[config.mk]
export PLATFORM = sky130hd
export DESIGN_NAME = fetch_ctrl_flat
export DESIGN_NICKNAME = d
export VERILOG_FILES = /design/src/rtl/fetch_ctrl_pkg.sv /design/src/rtl/fetch_ctrl_if.sv /design/src/rtl/fetch_ctrl_addr_chk.sv /design/src/rtl/fetch_ctrl.sv /design/src/flat_wrapper.sv
export SDC_FILE = /design/constraint.sdc
export NUM_CORES = 1
export LEC_CHECK = 0
export CELL_PAD_IN_SITES_DETAIL_PLACEMENT = 1
export CELL_PAD_IN_SITES_GLOBAL_PLACEMENT = 2
export CORE_UTILIZATION = 34
export CTS_CLUSTER_SIZE = 40
export DETAILED_ROUTE_END_ITERATION = 8
export PLACE_DENSITY = 0.95
export SLEW_MARGIN = 20
export SYNTH_ARGS = -nofsm -noshare
export SYNTH_HDL_FRONTEND = slang
export SYNTH_SLANG_ARGS = --single-unit
[constraint.sdc]
create_clock -name clk -period 19.7 [get_ports clk]
set_input_delay 5.91 -clock clk [delete_from_list [all_inputs] [get_ports clk]]
set_output_delay 5.91 -clock clk [all_outputs]
set_load 0.1 [all_outputs]
[src/rtl/fetch_ctrl_pkg.sv]
// Shared fetch-stage definitions: data widths, reset/exception addresses,
// legal text pages, exception codes, NPCOp encodings and the FSM encoding.
package cpu_defs;

  localparam int unsigned XLEN    = 32;
  localparam int unsigned PAGE_W  = 20;
  localparam int unsigned EXC_W   = 5;
  localparam int unsigned NPCOP_W = 2;

  localparam logic [XLEN-1:0]   RESET_PC    = 32'h0000_3000;
  localparam logic [XLEN-1:0]   EXC_VEC     = 32'h0000_4180;
  localparam logic [PAGE_W-1:0] TEXT_PAGE_A = 20'h0000_3;
  localparam logic [PAGE_W-1:0] TEXT_PAGE_B = 20'h0000_4;

  localparam logic [EXC_W-1:0]  EXC_NONE = 5'd0;
  localparam logic [EXC_W-1:0]  EXC_ADEL = 5'd4;

  typedef enum logic [NPCOP_W-1:0] {
    NPC_PC4    = 2'b00,
    NPC_BRANCH = 2'b01,
    NPC_JUMP   = 2'b10,
    NPC_JREG   = 2'b11
  } npc_op_e;

  typedef enum logic [1:0] {
    ST_FETCH = 2'd0,
    ST_WAIT  = 2'd1,
    ST_DRAIN = 2'd2
  } fetch_state_e;

endpackage

[src/rtl/fetch_ctrl_if.sv]
// Instruction-memory req/ack bus between the fetch controller (master)
// and the memory bridge (slave).
//   imem_req   : fetch request
//   imem_addr  : word-aligned fetch address, stable while a request is held
//   imem_ack   : read data valid, may coincide with the first request cycle
//   imem_rdata : instruction word
interface fetch_ctrl_if;
  import cpu_defs::*;

  logic            imem_req;
  logic [XLEN-1:0] imem_addr;
  logic            imem_ack;
  logic [XLEN-1:0] imem_rdata;

  modport master (output imem_req, output imem_addr,
                  input  imem_ack, input  imem_rdata);
  modport slave  (input  imem_req, input  imem_addr,
                  output imem_ack, output imem_rdata);
endinterface

[src/rtl/fetch_ctrl_addr_chk.sv]
// Fetch-address fault check: flags a misaligned pc or a pc outside both
// legal text pages.
//   pc_page_i  : pc[31:12]
//   pc_align_i : pc[1:0]
//   bad_o      : address must not be fetched (AdEL)
module fetch_addr_chk #(
  parameter logic [cpu_defs::PAGE_W-1:0] PAGE_A = cpu_defs::TEXT_PAGE_A,
  parameter logic [cpu_defs::PAGE_W-1:0] PAGE_B = cpu_defs::TEXT_PAGE_B
) (
  input  logic [cpu_defs::PAGE_W-1:0] pc_page_i,
  input  logic [1:0]                  pc_align_i,
  output logic                        bad_o
);

  assign bad_o = (pc_align_i != 2'b00) ||
                 ((pc_page_i != PAGE_A) && (pc_page_i != PAGE_B));

endmodule

[src/rtl/fetch_ctrl.sv]
// Instruction-fetch sequencer for a variable-latency instruction memory.
// Owns the PC, the one-entry IF/ID buffer, next-PC selection (sequential,
// branch after delay slot, exception vector, EPC return) and the AdEL check.
//   clk, reset            : clock, async active-high reset
//   stall_ID              : ID cannot accept, buffer held
//   NPCOp_ID, npcValue_ID : taken jump/branch of the instruction in ID
//   flush                 : exception entry, redirect to EXC_VEC
//   epc_WE, epcValue_MEM  : eret, redirect to the EPC value
//   imem                  : req/ack memory bus (master side)
//   Instr_IF, pcValue_IF  : buffered instruction and its PC
//   valid_IF              : buffer holds an instruction
//   ExcCode_out           : AdEL (4) on fetch fault, else 0
module fetch_ctrl #(
  parameter logic [cpu_defs::XLEN-1:0]   RESET_PC    = cpu_defs::RESET_PC,
  parameter logic [cpu_defs::XLEN-1:0]   EXC_VEC     = cpu_defs::EXC_VEC,
  parameter logic [cpu_defs::PAGE_W-1:0] TEXT_PAGE_A = cpu_defs::TEXT_PAGE_A,
  parameter logic [cpu_defs::PAGE_W-1:0] TEXT_PAGE_B = cpu_defs::TEXT_PAGE_B
) (
  input  logic                          clk,
  input  logic                          reset,
  input  logic                          stall_ID,
  input  logic [cpu_defs::NPCOP_W-1:0]  NPCOp_ID,
  input  logic [cpu_defs::XLEN-1:0]     npcValue_ID,
  input  logic                          flush,
  input  logic                          epc_WE,
  input  logic [cpu_defs::XLEN-1:0]     epcValue_MEM,
  fetch_ctrl_if.master                  imem,
  output logic [cpu_defs::XLEN-1:0]     Instr_IF,
  output logic [cpu_defs::XLEN-1:0]     pcValue_IF,
  output logic                          valid_IF,
  output logic [cpu_defs::EXC_W-1:0]    ExcCode_out
);
  import cpu_defs::*;

  fetch_state_e    state_q, state_d;
  logic [XLEN-1:0] pc_q, pc_d;
  logic [XLEN-1:0] br_tgt_q, br_tgt_d;
  logic            pend_br_q, pend_br_d;
  logic [XLEN-1:0] rd_tgt_q, rd_tgt_d;
  logic            valid_q, valid_d;
  logic [XLEN-1:0] instr_q, instr_d;
  logic [XLEN-1:0] pcv_q, pcv_d;
  logic [EXC_W-1:0] exc_q, exc_d;

  logic            bad_pc;
  logic            buf_free;
  logic            redirect;
  logic            br_take;
  logic            req_c;
  logic [XLEN-1:0] redir_tgt;
  logic [XLEN-1:0] drain_tgt;
  logic [XLEN-1:0] seq_pc;

  fetch_addr_chk #(
    .PAGE_A (TEXT_PAGE_A),
    .PAGE_B (TEXT_PAGE_B)
  ) u_addr_chk (
    .pc_page_i  (pc_q[XLEN-1:12]),
    .pc_align_i (pc_q[1:0]),
    .bad_o      (bad_pc)
  );

  // Next-state, buffer and request logic
  always_comb begin
    state_d   = state_q;
    pc_d      = pc_q;
    br_tgt_d  = br_tgt_q;
    pend_br_d = pend_br_q;
    rd_tgt_d  = rd_tgt_q;
    valid_d   = valid_q;
    instr_d   = instr_q;
    pcv_d     = pcv_q;
    exc_d     = exc_q;
    req_c     = 1'b0;

    buf_free  = !valid_q || !stall_ID;
    redirect  = epc_WE || flush;
    redir_tgt = epc_WE ? epcValue_MEM : EXC_VEC;
    drain_tgt = redirect ? redir_tgt : rd_tgt_q;
    br_take   = valid_q && !stall_ID && (NPCOp_ID != NPC_PC4) && !redirect;
    // A branch leaving ID in the same cycle its delay slot is fetched must
    // steer this very advance, so the fresh target bypasses pend_br.
    seq_pc    = br_take   ? npcValue_ID :
                pend_br_q ? br_tgt_q    : pc_q + XLEN'(4);

    if (valid_q && !stall_ID) valid_d = 1'b0;

    if (br_take) begin
      pend_br_d = 1'b1;
      br_tgt_d  = npcValue_ID;
    end

    case (state_q)
      ST_FETCH: begin
        if (redirect) begin
          pc_d = redir_tgt;
        end else if (buf_free) begin
          if (bad_pc) begin
            valid_d   = 1'b1;
            instr_d   = '0;
            pcv_d     = pc_q;
            exc_d     = EXC_ADEL;
            pc_d      = seq_pc;
            pend_br_d = 1'b0;
          end else begin
            req_c = 1'b1;
            if (imem.imem_ack) begin
              valid_d   = 1'b1;
              instr_d   = imem.imem_rdata;
              pcv_d     = pc_q;
              exc_d     = EXC_NONE;
              pc_d      = seq_pc;
              pend_br_d = 1'b0;
            end else begin
              state_d = ST_WAIT;
            end
          end
        end
      end
      ST_WAIT: begin
        req_c = 1'b1;
        if (redirect) begin
          if (imem.imem_ack) begin
            pc_d    = redir_tgt;
            state_d = ST_FETCH;
          end else begin
            rd_tgt_d = redir_tgt;
            state_d  = ST_DRAIN;
          end
        end else if (imem.imem_ack) begin
          valid_d   = 1'b1;
          instr_d   = imem.imem_rdata;
          pcv_d     = pc_q;
          exc_d     = EXC_NONE;
          pc_d      = seq_pc;
          pend_br_d = 1'b0;
          state_d   = ST_FETCH;
        end
      end
      ST_DRAIN: begin
        // Stale request: wait out the ack, drop the data, then redirect.
        req_c = 1'b1;
        if (imem.imem_ack) begin
          pc_d    = drain_tgt;
          state_d = ST_FETCH;
        end else begin
          rd_tgt_d = drain_tgt;
        end
      end
      default: state_d = ST_FETCH;
    endcase

    if (redirect) begin
      valid_d   = 1'b0;
      pend_br_d = 1'b0;
    end
  end

  // State and buffer registers
  always_ff @(posedge clk or posedge reset) begin
    if (reset) begin
      state_q   <= ST_FETCH;
      pc_q      <= RESET_PC;
      br_tgt_q  <= '0;
      pend_br_q <= 1'b0;
      rd_tgt_q  <= '0;
      valid_q   <= 1'b0;
      instr_q   <= '0;
      pcv_q     <= '0;
      exc_q     <= EXC_NONE;
    end else begin
      state_q   <= state_d;
      pc_q      <= pc_d;
      br_tgt_q  <= br_tgt_d;
      pend_br_q <= pend_br_d;
      rd_tgt_q  <= rd_tgt_d;
      valid_q   <= valid_d;
      instr_q   <= instr_d;
      pcv_q     <= pcv_d;
      exc_q     <= exc_d;
    end
  end

  // Request is decoded from state so a same-cycle ack gives full throughput.
  assign imem.imem_req  = req_c && !reset;
  assign imem.imem_addr = pc_q;

  assign Instr_IF    = instr_q;
  assign pcValue_IF  = pcv_q;
  assign valid_IF    = valid_q;
  assign ExcCode_out = exc_q;

endmodule

[src/flat_wrapper.sv]
// flat-port wrapper written by rule: the top's interface ports become plain ports
module fetch_ctrl_flat import cpu_defs::*;
#(
  parameter logic [cpu_defs::XLEN-1:0]   RESET_PC    = cpu_defs::RESET_PC,
  parameter logic [cpu_defs::XLEN-1:0]   EXC_VEC     = cpu_defs::EXC_VEC,
  parameter logic [cpu_defs::PAGE_W-1:0] TEXT_PAGE_A = cpu_defs::TEXT_PAGE_A,
  parameter logic [cpu_defs::PAGE_W-1:0] TEXT_PAGE_B = cpu_defs::TEXT_PAGE_B
)
  (clk, reset, stall_ID, NPCOp_ID, npcValue_ID, flush, epc_WE, epcValue_MEM, Instr_IF, pcValue_IF, valid_IF, ExcCode_out, imem_imem_req, imem_imem_addr, imem_imem_ack, imem_imem_rdata);
  fetch_ctrl_if imem_i ();
  input  logic clk;
  input  logic reset;
  input  logic stall_ID;
  input  logic [cpu_defs::NPCOP_W-1:0] NPCOp_ID;
  input  logic [cpu_defs::XLEN-1:0] npcValue_ID;
  input  logic flush;
  input  logic epc_WE;
  input  logic [cpu_defs::XLEN-1:0] epcValue_MEM;
  output logic [cpu_defs::XLEN-1:0] Instr_IF;
  output logic [cpu_defs::XLEN-1:0] pcValue_IF;
  output logic valid_IF;
  output logic [cpu_defs::EXC_W-1:0] ExcCode_out;
  output wire logic [$bits(imem_i.imem_req)-1:0] imem_imem_req;
  output wire logic [$bits(imem_i.imem_addr)-1:0] imem_imem_addr;
  input wire logic [$bits(imem_i.imem_ack)-1:0] imem_imem_ack;
  input wire logic [$bits(imem_i.imem_rdata)-1:0] imem_imem_rdata;
  assign imem_imem_req = imem_i.imem_req;
  assign imem_imem_addr = imem_i.imem_addr;
  assign imem_i.imem_ack = imem_imem_ack;
  assign imem_i.imem_rdata = imem_imem_rdata;
  fetch_ctrl #(.RESET_PC(RESET_PC), .EXC_VEC(EXC_VEC), .TEXT_PAGE_A(TEXT_PAGE_A), .TEXT_PAGE_B(TEXT_PAGE_B)) u_core (.clk(clk), .reset(reset), .stall_ID(stall_ID), .NPCOp_ID(NPCOp_ID), .npcValue_ID(npcValue_ID), .flush(flush), .epc_WE(epc_WE), .epcValue_MEM(epcValue_MEM), .imem(imem_i), .Instr_IF(Instr_IF), .pcValue_IF(pcValue_IF), .valid_IF(valid_IF), .ExcCode_out(ExcCode_out));
endmodule
### Yosys cells after proc, flatten, opt, wreduce, memory -nomap -nowiden

Cells that the tools add are included.

| word-level totals | value |
|---|---|
| word-level logic and storage cells | 106 |
| latch bits | 0 |
| ROM bits | 0 |
| output and inout port bits | 103 |
| memories | 0 |
| bits in writable memories | 0 |
| bits in registers | 169 |

| cells by class | value |
|---|---|
| shifts and indexed selects | 0 |
| magnitude comparators | 0 |
| mux-type cells | 58 |
| multiply operators | 0 |
| equal/unequal tests | 15 |
| bitwise gates (word level) | 0 |
| reductions and logical operators | 23 |
| add/subtract/negate cells | 1 |
| div/mod/pow operators | 0 |

Operator list:

| kind | number |
|---|---|
| 2-to-1 mux 32 bit | 24 |
| one-hot mux 32 bit (2 select lines) | 3 |
| one-hot mux 32 bit (3 select lines) | 1 |
| adder 32 x 3 -> 32 bit, second input constant | 1 |
| 2-to-1 mux 5 bit | 5 |
| inequality test 20 x 2 -> 1 bit, second input constant | 1 |
| inequality test 20 x 3 -> 1 bit, second input constant | 1 |
| AND reduction 4 bit | 4 |
| 2-to-1 mux 2 bit | 7 |
| inequality test 2 bit, second input constant | 7 |
| 2-to-1 mux 1 bit | 13 |
| one-hot mux 5 bit (2 select lines) | 1 |
| nonzero test 2 bit | 4 |
| one-hot mux 1 bit (2 select lines) | 3 |
| one-hot mux 2 bit (3 select lines) | 1 |
| logical AND 1 bit | 5 |
| logical NOT 1 bit | 4 |
| inequality test 2 x 1 -> 1 bit, second input constant | 2 |
| logical OR 1 bit | 3 |
| inequality test 3 x 1 -> 1 bit, second input constant | 1 |
| inequality test 3 bit, second input constant | 1 |
| nonzero test 3 bit | 1 |
| equality test 2 x 1 -> 1 bit, second input constant | 1 |
| equality test 2 bit, second input constant | 1 |
| other kinds (2) | 2 |

### Depth between registers and ports, before layout

Gate-level depths: netlist (run 1).

| logic depth | value |
|---|---|
| depth after elaboration | 10 |
| gate-level depth with buffers | 11 |
| depth with buffers taken out | 8 |

### By module

Synthesis (run 1) repeated with hierarchy kept, for this count alone.

| second synthesis, totals | value |
|---|---|
| cell total of the unflattened synthesis | 1136 |
| area, all modules | 9771.9 sq um |

By module, submodules not included:

| module | area each (sq um) | cells an instance | instances |
|---|---|---|---|
| fetch_ctrl | 9713.1 | 1126 | 1 |
| fetch_addr_chk | 58.8 | 10 | 1 |

### Worst setup path before layout (run 1)

No wires, ideal clock.

| path | value |
|---|---|
| path kind | in2out |
| start | in epc_WE |
| end | out imem_imem_req |
| cell stages on the path | 5 |
| slack | 5.045 ns |
| required time | 13.790 ns |
| arrival | 8.745 ns |
| path through | buf_2 -> nor2_1 -> clkbuf_1 -> a41oi_1 -> nor3_1 |

| between the ends | value |
|---|---|
| longest elaborated chain between the ends | 4 |

Ends and longest elaborated chain:

| item | line | RTL |
|---|---|---|
| start, declared | flat_wrapper.sv:17 | `input logic epc_WE;` |
| logical OR 1 bit | fetch_ctrl.sv:77 | `redirect = epc_WE \|\| flush;` |
| 2-to-1 mux 1 bit | fetch_ctrl.sv:95 | `if (redirect) begin` |
| one-hot mux 1 bit (2 select lines) | fetch_ctrl.sv:93 | `case (state_q)` |
| logical AND 1 bit | fetch_ctrl.sv:185 | `assign imem.imem_req = req_c && !reset;` |
| end, declared | flat_wrapper.sv:23 | `output wire logic [$bits(imem_i.imem_req)-1:0] imem_imem_req;` |

No other way between the ends.

### Worst setup path after layout (run 1)

| path | value |
|---|---|
| start | in flush |
| end | out imem_imem_req |

| between the ends | value |
|---|---|
| longest elaborated chain between the ends | 4 |

Ends and longest elaborated chain:

| item | line | RTL |
|---|---|---|
| start, declared | flat_wrapper.sv:16 | `input logic flush;` |
| logical OR 1 bit | fetch_ctrl.sv:77 |  |
| 2-to-1 mux 1 bit | fetch_ctrl.sv:95 |  |
| one-hot mux 1 bit (2 select lines) | fetch_ctrl.sv:93 |  |
| logical AND 1 bit | fetch_ctrl.sv:185 |  |

No other way between the ends.

==> flow_summary.json, run 1 <==
{
  "grt_pass1_vias": 9454,
  "ys_warn_count": 0,
  "antenna_cells": 0,
  "synth_top_cell_area_share": 0.438,
  "cts_hold_buffers": 0,
  "gp_congestion": 0.864,
  "hold_depth": 2,
  "leakage_nw": 5.21,
  "synth_most_common_cell": "nand2_1",
  "routed_via_density": 6.04,
  "reg2reg_slack_ns": 16.36,
  "wl_per_cell_um": 24.2,
  "synth_seq_cells": 169,
  "die_x_um": 169,
  "port_buffers": 206,
  "synth_seq_area_share": 0.444,
  "hold_start": "u_core.br_tgt_q[6]",
  "initialDrtViolationCount": 888,
  "cts_tree": "done",
  "syn_avg_cell_area_um2": 9.24,
  "die_h_um": 169,
  "yosysTopAreaCell": "dfrtp_1",
  "status": "completed",
  "drt_pass1_iterations": 6,
  "holdPathEnd": "u_core.br_tgt_q[6]",
  "drcViolationCount": 0,
  "synth_ff_type": "dfrtp_1",
  "rsz0062_at_grt": "no",
  "worstPathRequired_ns": 13.79,
  "min_path_type": "reg2reg",
  "rows": 60,
  "totalWireLength_um": 38000,
  "pin_count": 207,
  "final_area_um2": 12400,
  "synth_area_um2": 9530,
  "post_cts_resize_count": 0,
  "post-place-ws_ns": 4.86,
  "synthesis.nets": 1141,
  "dpl-instance-area_um2": 11800,
  "antenna_left": 0,
  "yosys-top-cells-area": "dfrtp_1 44%, nand2_1 7.4%, a22o_1 3.9%, mux2_2 3.7%, o21ai_0 3.3%",
  "grt_usage": 0.265,
  "synth_cells": 1032,
  "powerDensity_nw_per_um2": 189,
  "antenna_found_initial": 0,
  "worst_pin_slew_ns": 1.08,
  "cts_buffer_depth": 2,
  "fin_crit_sh": 0.755,
  "cts_inserted_buffers": 17,
  "max_freq_mhz": 67.3,
  "r2r_start": "u_core.state_q[1]",
  "placeableCoreArea_um2": 27300,
  "clk_pin_slew_worst_paths_ns": 0.07,
  "relSlewSlack": 0.277,
  "die-area_um2": 28700,
  "crit_fanout": 13,
  "hold_viol": 0,
  "drv_cap": 0,
  "vias": 9476,
  "end_kind": "output pin",
  "fin_worst_skew_ns": 0.00929,
  "slew_violations": 0,
  "irDropWorstVdd_uv": 141,
  "cts_max_level": 4,
  "grt_max_degree": 98,
  "synth_cell_types": 85,
  "final_core_util": 0.457,
  "fin_ws_ns": 4.83,
  "fin_setup_tns_ns": 0,
  "yosys-top-cells-count": "187 x nand2_1, 167 x dfrtp_1, 63 x o21ai_0",
  "grt_pass1_wl_um": 57900,
  "reg2regPathDepth": 8,
  "clk_latency_ns": 0.44,
  "fill_cells": 3080,
  "finalNetCount": 1294,
  "setup_viol": 0,
  "async_flop_share": 1.00,
  "post-route-min-period_ns": 14.87,
  "drive_gt1_frac": 0.0935,
  "area_growth_pct": 30.5,
  "overflow": 0,
  "post_cts_buffers": 0,
  "cts_sinks": 169,
  "initial_utilization": 0.350,
  "clockRootBuffer": "clkbuf_16",
  "r2r_end": "u_core.imem.imem_addr[10]",
  "hpwlAfterDp_um": 26600,
  "crit_path_start_kind": "input port",
  "crit_type": "in2out",
  "worstPathArrival_ns": 8.96,
  "synth-edff-count": 0
}
cell usage in the layout (no fill, tap or decap), types with 10 or more instances in the layout:
cell type / synthesis / layout
a22oi_1: 10 / 10
a31oi_1: 12 / 12
nand3_1: 32 / 32
clkbuf_16: 0 / 17
o211ai_1: 17 / 17
mux2_2: 31 / 31
clkdlybuf4s50_1: 0 / 205
xnor2_1: 12 / 12
nor2_1: 49 / 48
nor4_1: 11 / 11
a21oi_1: 49 / 49
a32o_1: 14 / 14
buf_4: 9 / 20
a22o_1: 42 / 42
dfrtp_1: 167 / 167
a221oi_1: 14 / 14
o21ai_0: 63 / 63
nand2_1: 187 / 187
inv_1: 19 / 18
nand4_1: 15 / 15
nor3_1: 17 / 17
cell families (layout without fill, tap and decap cells):
kind of cell,count (synthesis),after routing,synth area share
xor+xnor,19,19,0.0175
buf+inv,111,277,0.0521
compound gates,324,324,0.250
fa+ha+maj,5,5,0.00656
simple gates,364,364,0.184
mux,40,40,0.0466
flops,169,169,0.444
stage by stage:
stage	total power [W]	cells	hold slack, ns
floorplan	0.00158	1032	0.437
global placement	0.00193	1538	0.450
detailed placement	0.00196	1538	0.455
CTS	0.00234	1570	0.472
global route	0.00246	1570	0.499
finish	0.00235	1570	0.480
critical path: stages:
cell and delay (ns):
clkdlybuf4s50_1 0.60, nor2_1 0.85, a41oi_1 0.22, nor3_1 0.20, clkdlybuf4s50_1 1.17
layer usage:
layer / share of wire / track usage / vias up
met5: 0 / 0 / -
met4: 0.025 / 0.0877 / 0
met3: 0.089 / 0.0532 / 66
met2: 0.45 / 0.417 / 476
met1: 0.43 / 0.364 / 4815
li1: - / - / 4119
registers in the layout, indices dropped and copies added, names as in the netlist:
register / count
u_core.Instr_IF: 32
u_core.imem.imem_addr: 32
u_core.ExcCode_out: 5
u_core.pcValue_IF: 32
u_core.state_q: 2
u_core.pend_br_q: 1
u_core.valid_IF: 1
u_core.br_tgt_q: 32
u_core.rd_tgt_q: 32
worst max path at each step:
stage | startpoint | cells past startpoint | to
after floorplan | epc_WE | 5 | imem_imem_req
after global placement | flush | 5 | imem_imem_req
after detailed placement | flush | 5 | imem_imem_req
after CTS | flush | 5 | imem_imem_req
after global routing | flush | 5 | imem_imem_req
final | flush | 5 | imem_imem_req
power by group:
| group | internal (W) | switching (W) | total (W) |
|---|---|---|---|
| combinational | 0.000398 | 0.000958 | 0.00136 |
| sequential | 0.000472 | 0.000150 | 0.000622 |
| clock | 0.000219 | 0.000156 | 0.000375 |
cell type report:
cell class / count / area, µm² / share of cell area
clock buffers: 18 / 439 / 0.0353
inverters: 19 / 76.3 / 0.00613
well taps: 372 / 465 / 0.0374
repair buffers: 226 / 2210 / 0.177
multi-input cells: 752 / 4820 / 0.387
flip-flops and latches: 169 / 4230 / 0.340
clock inverters: 14 / 206 / 0.0166
Note: power is estimated with default switching activity, not from simulation.
==> run 2: changes to the inputs <==
CORE_UTILIZATION = 28   (was 34)
PLACE_DENSITY = 0.87   (was 0.95)
clock period = 12.45 ns   (was 19.7 ns; I/O delays follow)
==> run 2 against run 1 <==
  * Count of clock-buffer cells in the layout is 2 higher
  * Non-clock buffer count is 1 higher
  * Critical path depth up 1
  * Combinational power rose by 59%
  * Final area increased by 0.31%
  * Utilization decreased by 8.4 points
  * Sequential cell count is the same
  * Routed wire length rose by 1.5%
  * Total power rose by 55%
  * Worst hold slack got worse by 0.010 ns
  * Critical path type unchanged
  * Highest routed layer unchanged
==> flow_summary.json, run 2 (synthesis results as in run 1) <==
{
  "area_growth_pct": 30.9,
  "post_cts_buffers": 0,
  "clockRootBuffer": "clkbuf_16",
  "grt_pass1_wl_um": 58900,
  "rsz0062_at_grt": "no",
  "worstPathArrival_ns": 6.24,
  "layout_common_cells": "205 x clkdlybuf4s50_1, 187 x nand2_1, 167 x dfrtp_1, 63 x o21ai_0, 49 x a21oi_1",
  "worstPathRequired_ns": 8.71,
  "die_x_um": 187,
  "overflow": 0,
  "pin_count": 207,
  "port_buffers": 206,
  "drive_gt1_frac": 0.0926,
  "min_path_type": "reg2reg",
  "vias": 9327,
  "cts_inserted_buffers": 17,
  "rows": 67,
  "max_freq_mhz": 100,
  "initialDrtViolationCount": 893,
  "post-route-min-period_ns": 9.97,
  "antenna_left": 0,
  "holdWs_ns": 0.470,
  "grt_max_degree": 101,
  "die-area_um2": 34800,
  "crit_path_start_kind": "input port",
  "worst_pin_slew_ns": 1.09,
  "fill_cells": 3852,
  "totalWireLength_um": 38600,
  "wl_per_cell_um": 23.4,
  "dpl.cell_count": 1614,
  "drt_pass1_iterations": 5,
  "post_cts_resize_count": 0,
  "initial_utilization": 0.284,
  "powerDensity_nw_per_um2": 293,
  "crit_fanout": 13,
  "slew_violations": 0,
  "fin_setup_tns_ns": 0,
  "end_kind": "output pin",
  "antenna_cells": 0,
  "cts_max_level": 4,
  "final_area_um2": 12500,
  "fin_cells": 1647,
  "fin_worst_skew_ns": 0.0141,
  "antenna_found_initial": 0,
  "fin_crit_sh": 0.801,
  "hpwlAfterDp_um": 27100,
  "routed_via_density": 5.66,
  "crit_type": "in2out",
  "drv_cap": 0,
  "die_h_um": 187,
  "grt_usage": 0.220,
  "hold_viol": 0,
  "cts_hold_buffers": 0,
  "clk_latency_ns": 0.44,
  "status": "completed",
  "dpl-instance-area_um2": 11900,
  "relSlewSlack": 0.268,
  "cts_buffer_depth": 2,
  "grt_pass1_vias": 9355,
  "cts_tree": "done",
  "cts_sinks": 169,
  "irDropWorstVdd_uv": 134,
  "finalNetCount": 1295,
  "clk_pin_slew_worst_paths_ns": 0.07,
  "setup_viol": 0,
  "final_common_cell": "clkdlybuf4s50_1",
  "drcViolationCount": 0,
  "gp_congestion": 0.892,
  "leakage_nw": 5.17,
  "placeableCoreArea_um2": 33500
}
run 2: changes by cell type in the layout (fill, tap and decap cells not counted), sizes merged:
cell      before  now
bufinv         4    1
clkinvlp       0    3
clkbuf        18   20
buf           21   22
clkinv         4    3
inv           25   24
run 2: final timing paths:
kind                                     from                   endpoint  slack, ns  cells past startpoint
setup / recovery                        flush              imem_imem_req       2.48                      6
setup reg to reg            u_core.state_q[1]  u_core.imem.imem_addr[31]       9.13                      9
hold / removal             u_core.br_tgt_q[9]         u_core.br_tgt_q[9]       0.47                      2
hold reg to reg            u_core.br_tgt_q[9]         u_core.br_tgt_q[9]       0.47                      2
min in group asynchronous               reset            u_core.valid_IF       3.75                      2
max in group asynchronous               reset  u_core.imem.imem_addr[26]       7.05                      4
run 2: report_power, final:
part	total [W]	switching [W]	internal (W)
clock network	0.000524	0.000240	0.000284
registers	0.000972	0.000225	0.000747
logic	0.00216	0.00153	0.000632
total	0.00366	0.00199	0.00166
run 2: critical path, cell delays in order:
cell,delay (ns)
clkdlybuf4s50_1,0.60
nor2_1,0.17
buf_4,0.23
a41oi_1,0.13
nor3_1,0.18
clkdlybuf4s50_1,1.17
run 2: area by class of cell:
type                            count  area (µm²)  share of cell area
Timing Repair Buffer              227        2230               0.179
Multi-Input combinational cell    752        4820               0.386
Inverter                           19        76.3             0.00612
Sequential cell                   169        4230               0.339
Clock inverter                     12         115             0.00922
Clock buffer                       20         447              0.0358
Tap cell                          448         561              0.0449
run 2: per-layer routing:
layer	global-route usage	share of wire
met4	0.0665	0.021
met2	0.336	0.45
met5	0	0
met3	0.0525	0.081
met1	0.308	0.45
run 2: per-stage QoR:
step / worst slack, ns / utilization / total power, W
after floorplan: 2.15 / - / 0.00250
after global placement: 2.51 / 0.355 / 0.00307
after detailed placement: 2.51 / 0.355 / 0.00312
after CTS: 2.49 / 0.371 / 0.00364
after global routing: 2.36 / 0.372 / 0.00383
final: 2.48 / 0.372 / 0.00366
